[src/rtl/fir_tap_sequencer_if.sv]
// fir_tap_sequencer_if: sample, coefficient-write and result handshake bundle for the FIR tap sequencer
interface fir_tap_sequencer_if #(
    parameter int N  = 16,
    parameter int CW = 6,
    parameter int AW = 2
);
    logic [N-1:0]  data_in;
    logic          in_valid;
    logic          in_ready;
    logic          coef_we;
    logic [AW-1:0] coef_addr;
    logic [CW-1:0] coef_data;
    logic [N-1:0]  data_out;
    logic          out_valid;
    logic          out_ready;
    logic          busy;
    modport master (
        output data_in, in_valid, coef_we, coef_addr, coef_data, out_ready,
        input  in_ready, data_out, out_valid, busy
    );
    modport slave (
        input  data_in, in_valid, coef_we, coef_addr, coef_data, out_ready,
        output in_ready, data_out, out_valid, busy
    );
endinterface

[src/rtl/fir_tap_sequencer.sv]
// fir_tap_sequencer: time-multiplexed FIR, one shared multiplier and accumulator stepping one tap per clock
module fir_tap_sequencer #(
    parameter int N     = 16,
    parameter int CW    = 6,
    parameter int TAPS  = 4,
    parameter int AW    = 2,
    parameter int SHIFT = 7
) (
    input logic clk,
    input logic reset,
    fir_tap_sequencer_if.slave bus
);
    typedef enum logic [1:0] {IDLE, MAC, HOLD} state_t;
    state_t                state_q, state_d;
    logic [AW-1:0]         tap_q, tap_d;
    logic [N+CW+AW-1:0]    acc_q, acc_d, acc_sum;
    logic [N+CW-1:0]       prod;
    logic [N-1:0]          x_q [TAPS];
    logic [N-1:0]          x_d [TAPS];
    logic [CW-1:0]         coef_q [TAPS];
    logic [CW-1:0]         coef_d [TAPS];
    logic [N-1:0]          dout_q, dout_d;
    logic                  ovalid_q, ovalid_d;
    assign prod    = {{CW{1'b0}}, x_q[tap_q]} * {{N{1'b0}}, coef_q[tap_q]};
    assign acc_sum = acc_q + {{AW{1'b0}}, prod};
    always_comb begin
        state_d  = state_q;
        tap_d    = tap_q;
        acc_d    = acc_q;
        x_d      = x_q;
        coef_d   = coef_q;
        dout_d   = dout_q;
        ovalid_d = ovalid_q;
        // coefficient bank is only writable between samples
        if (state_q == IDLE && bus.coef_we)
            coef_d[bus.coef_addr] = bus.coef_data;
        if (state_q == IDLE && bus.in_valid) begin
            x_d[0] = bus.data_in;
            for (int k = 1; k < TAPS; k++)
                x_d[k] = x_q[k-1];
            acc_d   = '0;
            tap_d   = '0;
            state_d = MAC;
        end else if (state_q == MAC) begin
            acc_d = acc_sum;
            tap_d = tap_q + 1'b1;
            if (tap_q == AW'(TAPS - 1)) begin
                dout_d   = N'(acc_sum >> SHIFT);
                ovalid_d = 1'b1;
                state_d  = HOLD;
            end
        end else if (state_q == HOLD && bus.out_ready) begin
            ovalid_d = 1'b0;
            state_d  = IDLE;
        end
    end
    always_ff @(posedge clk) begin
        if (reset) begin
            state_q  <= IDLE;
            tap_q    <= '0;
            acc_q    <= '0;
            dout_q   <= '0;
            ovalid_q <= 1'b0;
            for (int k = 0; k < TAPS; k++) begin
                x_q[k]    <= '0;
                coef_q[k] <= CW'(32);
            end
        end else begin
            state_q  <= state_d;
            tap_q    <= tap_d;
            acc_q    <= acc_d;
            dout_q   <= dout_d;
            ovalid_q <= ovalid_d;
            x_q      <= x_d;
            coef_q   <= coef_d;
        end
    end
    assign bus.in_ready  = (state_q == IDLE);
    assign bus.busy      = (state_q != IDLE);
    assign bus.data_out  = dout_q;
    assign bus.out_valid = ovalid_q;
endmodule

[src/flat_wrapper.sv]
// flat-port wrapper written by rule: the top's interface ports become plain ports
module fir_tap_sequencer_flat 
#(
    parameter int N     = 16,
    parameter int CW    = 6,
    parameter int TAPS  = 4,
    parameter int AW    = 2,
    parameter int SHIFT = 7
)
  (clk, reset, bus_data_in, bus_in_valid, bus_coef_we, bus_coef_addr, bus_coef_data, bus_out_ready, bus_in_ready, bus_data_out, bus_out_valid, bus_busy);
  fir_tap_sequencer_if #(.N(N), .CW(CW), .AW(AW)) bus_i ();
  input logic clk;
  input logic reset;
  input wire logic [$bits(bus_i.data_in)-1:0] bus_data_in;
  input wire logic [$bits(bus_i.in_valid)-1:0] bus_in_valid;
  input wire logic [$bits(bus_i.coef_we)-1:0] bus_coef_we;
  input wire logic [$bits(bus_i.coef_addr)-1:0] bus_coef_addr;
  input wire logic [$bits(bus_i.coef_data)-1:0] bus_coef_data;
  input wire logic [$bits(bus_i.out_ready)-1:0] bus_out_ready;
  output wire logic [$bits(bus_i.in_ready)-1:0] bus_in_ready;
  output wire logic [$bits(bus_i.data_out)-1:0] bus_data_out;
  output wire logic [$bits(bus_i.out_valid)-1:0] bus_out_valid;
  output wire logic [$bits(bus_i.busy)-1:0] bus_busy;
  assign bus_i.data_in = bus_data_in;
  assign bus_i.in_valid = bus_in_valid;
  assign bus_i.coef_we = bus_coef_we;
  assign bus_i.coef_addr = bus_coef_addr;
  assign bus_i.coef_data = bus_coef_data;
  assign bus_i.out_ready = bus_out_ready;
  assign bus_in_ready = bus_i.in_ready;
  assign bus_data_out = bus_i.data_out;
  assign bus_out_valid = bus_i.out_valid;
  assign bus_busy = bus_i.busy;
  fir_tap_sequencer #(.N(N), .CW(CW), .TAPS(TAPS), .AW(AW), .SHIFT(SHIFT)) u_core (.clk(clk), .reset(reset), .bus(bus_i));
endmodule
[config.mk]
export PLATFORM = sky130hd
export DESIGN_NAME = fir_tap_sequencer_flat
export DESIGN_NICKNAME = d
export VERILOG_FILES = /design/src/rtl/fir_tap_sequencer_if.sv /design/src/rtl/fir_tap_sequencer.sv /design/src/flat_wrapper.sv
export SDC_FILE = /design/constraint.sdc
export NUM_CORES = 1
export LEC_CHECK = 0
export BUFFER_PORTS_ARGS = -buffer_cell sky130_fd_sc_hd__buf_2
export CORE_MARGIN = 2
export CORE_UTILIZATION = 45
export DETAILED_ROUTE_END_ITERATION = 16
export PLACE_DENSITY_LB_ADDON = 0.05
export SKIP_LAST_GASP = 1
export SLEW_MARGIN = 20
export SYNTH_ARGS = -nofsm -noshare
export SYNTH_HDL_FRONTEND = slang
export SYNTH_SLANG_ARGS = --single-unit
[constraint.sdc]
create_clock -name clk -period 5.55 [get_ports clk]
set_input_delay 0.555 -clock clk [delete_from_list [all_inputs] [get_ports clk]]
set_output_delay 0.555 -clock clk [all_outputs]
set_load 0.02 [all_outputs]
# == Word level (Yosys, flattened, before mapping) ==
# Cells that the tools add are included.
# classes
add_sub_neg,2
mul,1
magnitude_cmp,3
n_eq_ne,5
muxes,16
n_bitwise,3
n_reduce_logical,13
# op_table
op,count
$bmux 16 s2,1
$mux 16,2
$add 24x22->24,1
$bwmux 24,1
$mul 16x6->22,1
$mux 6,3
$bmux 6 s2,1
$demux 6 s2,1
$ge 3x3->1 const B,2
$mux 2,3
$not 2->3,2
$reduce_and 3->1,2
$eq 2x2->1 const B,2
$logic_and 1x1->1,4
$mux 1,4
$reduce_and 2->1,2
$reduce_bool 2->1,2
$lt 3x1->1 const B,1
$ne 3x2->1 const B,1
$reduce_bool 3->1,1
$add 2x1->2 const B,1
$eq 2x1->1 const B,1
$logic_not 2->1,1
$ne 2x2->1 const B,1
other kinds (2),2
# totals
reg_bits,133
inputBits,29
output_inout_bits,19

# == Logic depth before layout (Yosys ltp) ==
# Gate-level depths: netlist of the first run.
# logic_depth
word_depth,6
depth_mapped,22

# == Least setup slack after synthesis of the first run ==
# No wires, ideal clock.
# synth_timing
kind,register to register
start,register u_core.tap_q[0]
end,register u_core.acc_q[21]
setup_time_ns,0.070
arrival_ns,6.017
setup_slack_ns,-0.538
stages_incl_launch_ff,23
period_less_slack_ns,6.088
path_cell_list,dfxtp_1 clkbuf_1 buf_2 buf_2 mux4_2 and2_1 fa_1 inv_1 fa_1 inv_1 fa_1 inv_1 fa_1 inv_1 ha_1 a21o_1 a221oi_2 o41ai_4 a31oi_1 a2bb2oi_1 xnor2_1 nand2_1 a21oi_1
# synth_between
elab_chain_cells,6
word_cells_on_any_way,9
cone_classes,1 x add/sub; 1 x mul; 6 x mux; 1 x bitwise
# synth_rtl
element,line,text
from (decl),fir_tap_sequencer.sv:15,"logic [AW-1:0] tap_q, tap_d;"
from (signal assigned),fir_tap_sequencer.sv:70,tap_q <= tap_d;
$not 2->3 (implied by the code) (*),fir_tap_sequencer.sv:24,"assign prod = {{CW{1'b0}}, x_q[tap_q]} * {{N{1'b0}}, coef_q[tap_q]};"
$bmux 16 s2 or $bmux 6 s2 (tied branches),fir_tap_sequencer.sv:24,
$mux 16 (implied by the code) or $mux 6 (tied branches) (2 in series),fir_tap_sequencer.sv:24,
$mul 16x6->22 (*),fir_tap_sequencer.sv:24,
$add 24x22->24 (*),fir_tap_sequencer.sv:25,"assign acc_sum = acc_q + {{AW{1'b0}}, prod};"
to (signal assigned),fir_tap_sequencer.sv:61,acc_q <= '0;
to (signal assigned),fir_tap_sequencer.sv:71,acc_q <= acc_d;
to (decl),fir_tap_sequencer.sv:16,"logic [N+CW+AW-1:0] acc_q, acc_d, acc_sum;"
# Mark *: on every way between the ends. The rest lies on a longest branch, timed or not. The select of a mux whose other input is x is not followed.
# A chain may end at the register's enable or synchronous reset.

# == Worst setup path in the final report of the first run ==
# layout_timing
start,register u_core.tap_q[0]
end,"register u_core.dout_q[13], in the netlist u_core.bus.data_out[13]"
# layout_between
elab_chain_cells,6
word_cells_on_any_way,11
cone_classes,1 x add/sub; 1 x mul; 1 x eq/ne; 6 x mux; 1 x bitwise; 1 x reduce/logical
# layout_rtl
element,line,text
$not 2->3 (implied by the code),fir_tap_sequencer.sv:24,
$bmux 16 s2 or $bmux 6 s2 (tied branches),fir_tap_sequencer.sv:24,
$mux 16 (implied by the code) or $mux 6 (tied branches) (2 in series),fir_tap_sequencer.sv:24,
$mul 16x6->22,fir_tap_sequencer.sv:24,
$add 24x22->24,fir_tap_sequencer.sv:25,
to (signal assigned),fir_tap_sequencer.sv:72,dout_q <= dout_d;
to (decl),fir_tap_sequencer.sv:22,"logic [N-1:0] dout_q, dout_d;"
# Parallel ways exist; a longest one is shown, timed or not. The select of a mux whose other input is x is not followed.

==> impl_summary.md, run 1 <==
Flow run
The max-capacitance violation count is 0.

Critical path
The worst register-to-register path has a depth of 19. Along the worst path, the maximum fanout reaches 6. The cell family contributing the most delay on the critical path is adder cells. Data arrives at the worst endpoint at 5.82 ns.

On the worst path, the slowest cell contributes a delay of 0.58 ns. The data required time at the worst endpoint is 5.87 ns. The critical path contains buffers and inverters numbering 5 combined.

STA classifies the critical path startpoint as a register. Counting buffers and inverters, the worst setup path is 19 cells deep. On the critical path, the stage with the largest delay is an instance of sky130_fd_sc_hd__mux4_2. The endpoint of the most critical setup path is u_core.bus.data_out[13]$_SDFFE_PP0P_. The setup check on the worst reg-to-reg path leaves a slack of 0.05 ns.

The worst register-to-register path begins at u_core.tap_q[0]$_SDFFE_PP0P_. The worst reg2reg path endpoint is u_core.bus.data_out[13]$_SDFFE_PP0P_. The cell that appears most often on the critical path is sky130_fd_sc_hd__fa_1. The signal on the critical path passes through buf_12, mux4_2, and2_4, fa_1, inv_2, fa_1, inv_1, fa_1, inv_2, fa_1, inv_2, ha_4, nand4_1, a311o_1, a21boi_2, a21bo_2, nand4_1, mux2i_1, a311o_1. The nature of the critical path endpoint is a register. The first element of the critical path is u_core.tap_q[0]$_SDFFE_PP0P_. The path type of the worst setup path is reg -> reg.

Clock tree
The clock network latency to the later pin of the worst-skew pair is 0.43 ns. The cts-stage hold buffer count is 0. The longest clock path from root to sink contains 2 buffers.

The number of buffers created by CTS is 17. The clock net sink count is 132. The clock slew seen by the registers of the worst setup and hold paths is 0.07 ns. The CTS tree is done. The H-tree depth is 4. The tree is rooted in a sky130_fd_sc_hd__clkbuf_16.

Layout
The commonest non-fill, non-tap cell in the layout is sky130_fd_sc_hd__nand2_1. The post-route netlist has 19.5% of its cells at a drive strength greater than 1. With fillers left out, the area of the finished cells amounts to 10600 um^2. The final layout contains 1232 nets. Counting the fill cells in the layout gives 1810. In the final layout, the multi-input gates occupy 5910 um^2. Measured on the finished design, the core utilization comes to 54.8%.

The relative area change from synthesis to final layout is 19.8%. 0 antenna diodes ended up in the layout. In the layout the commonest cells are 213 x sky130_fd_sc_hd__nand2_1, 131 x sky130_fd_sc_hd__dfxtp_1, 109 x sky130_fd_sc_hd__a21oi_1, 91 x sky130_fd_sc_hd__inv_1, 79 x sky130_fd_sc_hd__and2_1. The sequential cell area in the final layout is 2650 um^2.

Global route
Entering global routing, the biggest net connects 93 pins. The number of global-route vias before repair is 6420. The first-pass GRT wire length is 33300 um.

The final global-route overflow total is 0. Across every metal layer, demand over resource in global routing totals 20.4%. The number of antenna violations at the first check in global routing is 0.

Timing
Headroom to the max-slew limit came out at 32.2%. The transition time at the pin with the least slew margin is 1.02 ns. Setup repair after global routing could not meet its margin everywhere. The final max-slew violation count is 0. The number of hold violations in the final report is 0.

Dividing the final minimum period by the clock period gives 99.1%. Setup slack closes at 0.0519 ns. The shortest clock period the worst path allows after layout is 5.50 ns. The worst clock skew is 0.0115 ns. Timing would allow up to 182 MHz.

Setup violations remaining at the end of the flow were counted as 0.

Floorplanning
The standard-cell row count is 51. The vertical extent of the die is 144 um. The floorplan step defined a die boundary enclosing 20900 um^2. The initial standard-cell utilization of the core is 45.7%. The number of I/O pins is 48. Measured along the x axis, the die boundary spans 144 um.

The area of the core is 19400 um^2.

Route
The via count normalized by instance count is 5.05. The count of nets left with antenna violations once routing finished came out at 0. The initial detailed-routing violation count is 298. Summed over all layers, the routed wires come to 21400 um.

The remaining routing DRC violations is 0. The pre-antenna-repair detailed-routing pass consisted of 5 iterations. The via total after detailed routing is 6895.

Dividing the detail-routed wire length by the instance count gives 15.7 um.

Status
The flow ran to the end, and the final reports show no timing, DRC or antenna violations.

Place
The post-place setup slack is -0.0581 ns. The placed instances occupy a cell area of 9680 um^2. The final estimated routing congestion in global placement is 0.825.

The HPWL after detailed placement is 14300 um. Port buffering added 47 buffers.

Power
The net load switching power is 747 uW. The overall power consumption is 2510 uW. The sequential share of power is 39.4%. The share of total power dissipated in combinational logic is 14.3%. The worst ir drop on vdd is 0.196 mV. The power per standard cell area is 237 nW/um^2. The internal power is 1770 uW. The leakage power is 0.00472 uW.

Per report_power, the clock group accounts for 46.4% of the total. Net switching is 29.7% of the power.

Logic synthesis
The netlist area before placement is 8870 um^2. The post-synthesis instance total is 1007. The synthesized netlist net count is 1151. The flip-flop and latch count after synthesis is 132. Sequential elements use 29.8% of the synthesized area. The number of different library cells used by synthesis comes to 53. The share of flip-flops with an asynchronous set or reset after synthesis is 0%.

The commonest register cell after synthesis is sky130_fd_sc_hd__dfxtp_1. The average instance in the mapped netlist occupies 8.81 um^2. The number of flops mapped to enable cells by yosys is 0. For this run, the number of Yosys warnings is 0.

Worst hold path
The origin of the worst min-delay path is bus_data_in[8]. The min-delay analysis places its worst path in the category in -> reg.
cell usage after synthesis, types with 6 or more instances:
master | count | share of area, %
sky130_fd_sc_hd__a21o_1 | 10 | 0.85
sky130_fd_sc_hd__a21oi_1 | 111 | 6.3
sky130_fd_sc_hd__and2_1 | 86 | 6.1
sky130_fd_sc_hd__buf_1 | 6 | 0.25
sky130_fd_sc_hd__clkbuf_1 | 41 | 1.7
sky130_fd_sc_hd__dfxtp_1 | 132 | 30
sky130_fd_sc_hd__fa_1 | 76 | 17
sky130_fd_sc_hd__ha_1 | 39 | 5.5
sky130_fd_sc_hd__inv_1 | 94 | 4.0
sky130_fd_sc_hd__mux2i_1 | 25 | 2.8
sky130_fd_sc_hd__mux4_2 | 22 | 5.6
sky130_fd_sc_hd__nand2_1 | 215 | 9.1
sky130_fd_sc_hd__nand3_1 | 16 | 0.90
sky130_fd_sc_hd__nand4_1 | 6 | 0.42
sky130_fd_sc_hd__nor2_1 | 32 | 1.4
sky130_fd_sc_hd__nor3_1 | 7 | 0.39
sky130_fd_sc_hd__o21ai_0 | 13 | 0.73
sky130_fd_sc_hd__or3_1 | 6 | 0.42
sky130_fd_sc_hd__xnor2_1 | 10 | 0.99
sky130_fd_sc_hd__xor2_1 | 7 | 0.69
cell families after synthesis:
| family | synth area share (%) |
|---|---|
| and+or+nand+nor | 20.0 |
| AOI/OAI and AO/OA | 11.0 |
| buffers and inverters | 6.26 |
| DFF | 29.8 |
| adders and majority gates | 22.7 |
| muxes | 8.53 |
| xor gates and xnor gates | 1.68 |
area by class of cell:
| cell class | instances | share of cell area (%) |
|---|---|---|
| repair buffers | 111 | 7.27 |
| clock buffers | 17 | 4.00 |
| well taps | 265 | 3.12 |
| clock inverters | 15 | 1.71 |
| flip-flops and latches | 132 | 24.9 |
| inverters | 95 | 3.36 |
| multi-input cells | 731 | 55.6 |
sequential cells by signal (all words and copies together) (netlist names):
signal / count
u_core.coef_q: 24
u_core.bus.out_valid: 1
u_core.x_q: 64
u_core.tap_q: 2
u_core.state_q: 2
u_core.acc_q: 23
u_core.bus.data_out: 16
power by group through the flow:
stage | combinational [uW] | sequential, uW | clock [uW]
2_1_floorplan | 227 | 1000 | 0
3_3_place_gp | 331 | 1010 | 0
3_5_place_dp | 333 | 1010 | 0
4_1_cts | 335 | 987 | 1190
5_1_grt | 401 | 992 | 1230
6_report | 358 | 990 | 1170
worst register-to-register path, delay by kind of cell (launching register included):
kind / cells / cell delay, ns
adders and majority gates: 5 / 2.32
AOI/OAI and AO/OA: 4 / 1.19
muxes: 2 / 0.74
and+or+nand+nor: 3 / 0.46
DFF: 1 / 0.38
buffers and inverters: 5 / 0.32
how the worst min path moves through the flow:
stage | endpoint | slack, ns | cells past startpoint
after floorplan | u_core.acc_q[19]$_SDFFE_PP0P_ | 0.43 | 2
after global placement | u_core.acc_q[19]$_SDFFE_PP0P_ | 0.44 | 2
after detailed placement | u_core.bus.data_out[10]$_SDFFE_PP0P_ | 0.44 | 2
after CTS | u_core.x_q[53]$_SDFFE_PP0P_ | 0.34 | 3
after global routing | u_core.x_q[56]$_SDFFE_PP0P_ | 0.35 | 3
final | u_core.x_q[56]$_SDFFE_PP0P_ | 0.36 | 3
through the flow:
stage | instances | setup TNS, ns | hold slack [ns]
floorplan | 1007 | 0 | 0.432
global placement | 1320 | 0 | 0.439
detailed placement | 1320 | -0.113 | 0.444
CTS | 1352 | 0 | 0.342
global route | 1366 | -0.904 | 0.348
finish | 1366 | 0 | 0.358
what timing repair did:
| action | in CTS | in global routing |
|---|---|---|
| endpoints found under the setup margin | 5 | 21 |
| gates cloned | 0 | 3 |
| pin swaps | 3 | 33 |
| resized for setup | 1 | 42 |
| setup buffers | 0 | 12 |
layer usage:
metal	up-vias	wire (um)	track usage, %
li1	3458	-	-
met3	22	710	3.28
met1	3287	10600	30.3
met5	-	0	0
met4	0	352	6.03
met2	128	9740	30.4
Note: power is estimated with default switching activity, not from simulation.
==> run 2, diff against run 1 <==
--- a/config.mk
+++ b/config.mk
@@ -9,7 +9,9 @@
 export CORE_MARGIN = 2
 export CORE_UTILIZATION = 45
 export DETAILED_ROUTE_END_ITERATION = 16
+export GPL_TIMING_DRIVEN = 0
 export PLACE_DENSITY_LB_ADDON = 0.05
+export RECOVER_POWER = 100
 export SKIP_LAST_GASP = 1
 export SLEW_MARGIN = 20
 export SYNTH_ARGS = -nofsm -noshare
==> impl_summary.md, run 2 (same netlist as run 1, synthesis figures left out) <==
Critical path
The worst register-to-register path ends at u_core.bus.data_out[12]$_SDFFE_PP0P_. Walking the worst path, the cells encountered are buf_8, buf_12, buf_12, buf_4, mux4_2, and2_1, fa_1, fa_1, fa_1, inv_1, fa_1, inv_1, ha_4, a21o_1, a31o_1, a21o_1, a21oi_2, a21oi_2, o21a_1, or3_1, a21oi_2. The startpoint identified for the worst register-to-register timing path is u_core.tap_q[0]$_SDFFE_PP0P_. The critical path's most frequent cell is sky130_fd_sc_hd__fa_1. The number of cells traversed by the worst register-to-register path is 21 (+2). On the critical path the largest part of the delay comes from adder cells.

The critical path buffer and inverter count is 6 (+1). The data required time at the worst endpoint was 5.91 ns (+0.04 ns). The slack of the worst reg-to-reg path is -0.06 ns (-0.12 ns). The largest fanout of any net on the critical path is 6 (unchanged). The arrival time of data at the critical path endpoint is 5.97 ns (+0.15 ns).

The biggest cell delay along the critical path is 0.57 ns (about the same). The worst setup path is launched from a register. The worst setup path is captured at a register. The path type of the worst setup path is reg -> reg. The cell with the biggest individual delay on the critical path is sky130_fd_sc_hd__mux4_2.

Place
The final estimated routing congestion in global placement is 0.847 (+2.7%). The post-place setup slack is -0.737 ns (-0.678 ns). The placed instance area is 9470 um^2 (-2.1%). The count of input and output buffers is 46 (-2.1%). The post-detailed-placement half-perimeter wirelength is 17300 um (+21%).

Global route
The number of global-route vias before repair was 7077 (+10%). The number of antenna violations at the first check in global routing is 0 (unchanged). The pin count of the biggest net entering global routing is 17 (-82%).

The final global-route overflow total is 0 (unchanged). The first-pass GRT wire length is 38200 um (+15%). The overall track demand over capacity in global routing is 24.2% (+3.9 points).

Clock tree
The cts-stage hold buffer count is 0 (unchanged). The CTS tree is done. The clock network latency to the later pin of the worst-skew pair is 0.43 ns (about the same).

The number of buffers created by CTS is 17 (unchanged). The clock net sink count is 132 (unchanged). The clock root buffer is sky130_fd_sc_hd__clkbuf_16.

The clock slew seen by the registers of the worst setup and hold paths was 0.06 ns (about the same). The number of buffers on the longest clock path is 2 (unchanged). The H-tree depth is 4 (unchanged).

Timing
The transition time at the pin with the least slew margin is 1.32 ns (+0.303 ns). The number of hold violations in the final report is 0 (unchanged). The final-report setup violation count came to 9 (+9). The fmax was 178 MHz (-2.1%). The shortest clock period the worst path allows after layout is 5.61 ns (+0.115 ns). Setup repair after global routing could not meet its margin everywhere. The setup slack of the critical path after layout is -0.0636 ns (-0.115 ns). The part of the cycle the worst path needs is 101% (+2.1 points).

The worst clock skew was 0.00977 ns (-0.00176 ns). The final max-slew violation count is 0 (unchanged). The relative max-transition margin was 11.8% (-20 points).

Layout
The commonest non-fill, non-tap cell in the layout is sky130_fd_sc_hd__nand2_1. The fraction of layout instances using a drive strength above 1 is 17.2% (-2.3 points). The post-route cell area is 10700 um^2 (+0.73%).

The flip-flop count of the largest register after layout is 64 (unchanged). The count of inserted antenna diode cells is 0 (unchanged). The relative area change from synthesis to final layout is 20.6%. More flip-flops sit in one register than any other, and that register is u_core.x_q. The layout net count is 1248 (+1.3%). The largest registers in the layout are u_core.x_q (64), u_core.coef_q (24), u_core.acc_q (23). The final standard cell utilization of the core is 55.2% (+0.40 points). Leaving out fill and tap cells, the most frequent cells in the layout are 214 x sky130_fd_sc_hd__nand2_1, 130 x sky130_fd_sc_hd__dfxtp_1, 103 x sky130_fd_sc_hd__a21oi_1, 89 x sky130_fd_sc_hd__inv_1.

Power
The fraction of power consumed by combinational cells is 15.5% (+1.2 points). The clock power share is 45.3% (-1.1 points). The internal power is 1790 uW (+1.4%).

The sequential share of power is 39.3% (about the same). The net load switching power was 725 uW (-3.0%). The fraction of power spent switching nets is 28.8% (-0.93 points).

The power per standard cell area is 235 nW/um^2 (-0.63%). The leakage power came to 0.00456 uW (-3.4%). The worst ir drop on vdd is 0.194 mV (-0.82%).

Worst hold path
For hold timing, the worst endpoint is u_core.x_q[54]$_SDFFE_PP0P_. The cell depth of the worst min-delay path was 3 (unchanged). The origin of the worst min-delay path is bus_data_in[6].

The worst min-delay path category is in -> reg.

Route
The sum of routed wire length over all layers came to 23800 um (+11%). The remaining routing DRC violations came to 0 (unchanged). The via total after detailed routing is 7110 (+3.1%). The initial detailed-routing violation count came to 289 (-3.0%). The number of detailed-routing iterations run before antenna repair is 5 (unchanged). The final antenna-violating net count is 0 (unchanged). The via count normalized by instance count is 5.14 (+1.9%). The per-cell routed wire length is 17.2 um (+9.9%).

Floorplanning
The vertical extent of the die came to 144 um (unchanged). The horizontal extent of the die was 144 um (unchanged). The initial standard-cell utilization of the core is 45.7% (unchanged).

The number of I/O pins was 48 (unchanged). The area of the core is 19400 um^2 (unchanged). The full die area is 20900 um^2 (unchanged). The standard-cell row count is 51 (unchanged).

Status
The run finished, with violations left. The checks that failed: setup timing.

Flow run
The max-capacitance violation count was 0 (unchanged).
run 2: cell count changes in the layout (fill, tap and decap cells not counted), sizes merged:
cell and delta:
inv -4, clkinvlp +1, bufinv +1, buf -40, clkbuf +60, mux4 -2
run 2: area by class of cell:
cell class                 count  area [um^2]
fill                        1870         8700
multi-input combinational    729         5980
sequential                   132         2650
timing repair buffer          81          542
clock buffer                  19          433
inverter                      95          357
tap                          265          332
buffer                        48          267
clock inverter                13          146
run 2: timing repair:
item	4_1_cts	5_1_grt
endpoints found under the setup margin	31	23
buffers inserted	28	6
cloned	1	0
resized for setup	54	43
pin swaps	31	29
run 2: per-layer routing:
metal	vias up	GRT usage [%]	wire length, um
met5	-	0	0
met4	0	7.56	352
met3	25	3.34	800
met2	128	40.5	11500
met1	3474	32.8	11100
li1	3483	-	-
run 2: power groups by stage:
stage                     logic (uW)  clock network (uW)  registers, uW
final                            389                1140            988
after global routing             428                1200            990
after CTS                        372                1160            987
after detailed placement         329                   0           1010
after global placement           327                   0           1010
after floorplan                  227                   0           1000
run 2: through the flow:
| step | total power, uW | std cells | hold WS (ns) | setup TNS, ns |
|---|---|---|---|---|
| floorplan | 1230 | 1007 | 0.432 | 0 |
| global route | 2620 | 1382 | 0.360 | -3.31 |
| detailed placement | 1340 | 1318 | 0.443 | -13.59 |
| finish | 2520 | 1382 | 0.359 | -0.325 |
| global placement | 1330 | 1318 | 0.439 | -13.26 |
| CTS | 2520 | 1378 | 0.346 | -0.991 |
run 2: tightest hold or removal path, cell delays in order:
cell and delay (ns):
sky130_fd_sc_hd__buf_2 0.09, sky130_fd_sc_hd__nand2_1 0.04, sky130_fd_sc_hd__a21oi_1 0.05
run 2: worst max path at each step:
stage	startpoint	endpoint	slack, ns	depth (start not counted)
after floorplan	u_core.tap_q[0]$_SDFFE_PP0P_	u_core.bus.data_out[13]$_SDFFE_PP0P_	0.01	21
after global placement	u_core.tap_q[1]$_SDFFE_PP0P_	u_core.bus.data_out[13]$_SDFFE_PP0P_	-0.73	20
after detailed placement	u_core.tap_q[1]$_SDFFE_PP0P_	u_core.bus.data_out[13]$_SDFFE_PP0P_	-0.74	20
after CTS	u_core.tap_q[0]$_SDFFE_PP0P_	u_core.acc_q[21]$_SDFFE_PP0P_	-0.15	23
after global routing	u_core.tap_q[0]$_SDFFE_PP0P_	u_core.acc_q[21]$_SDFFE_PP0P_	-0.25	23
final	u_core.tap_q[0]$_SDFFE_PP0P_	u_core.bus.data_out[12]$_SDFFE_PP0P_	-0.06	21
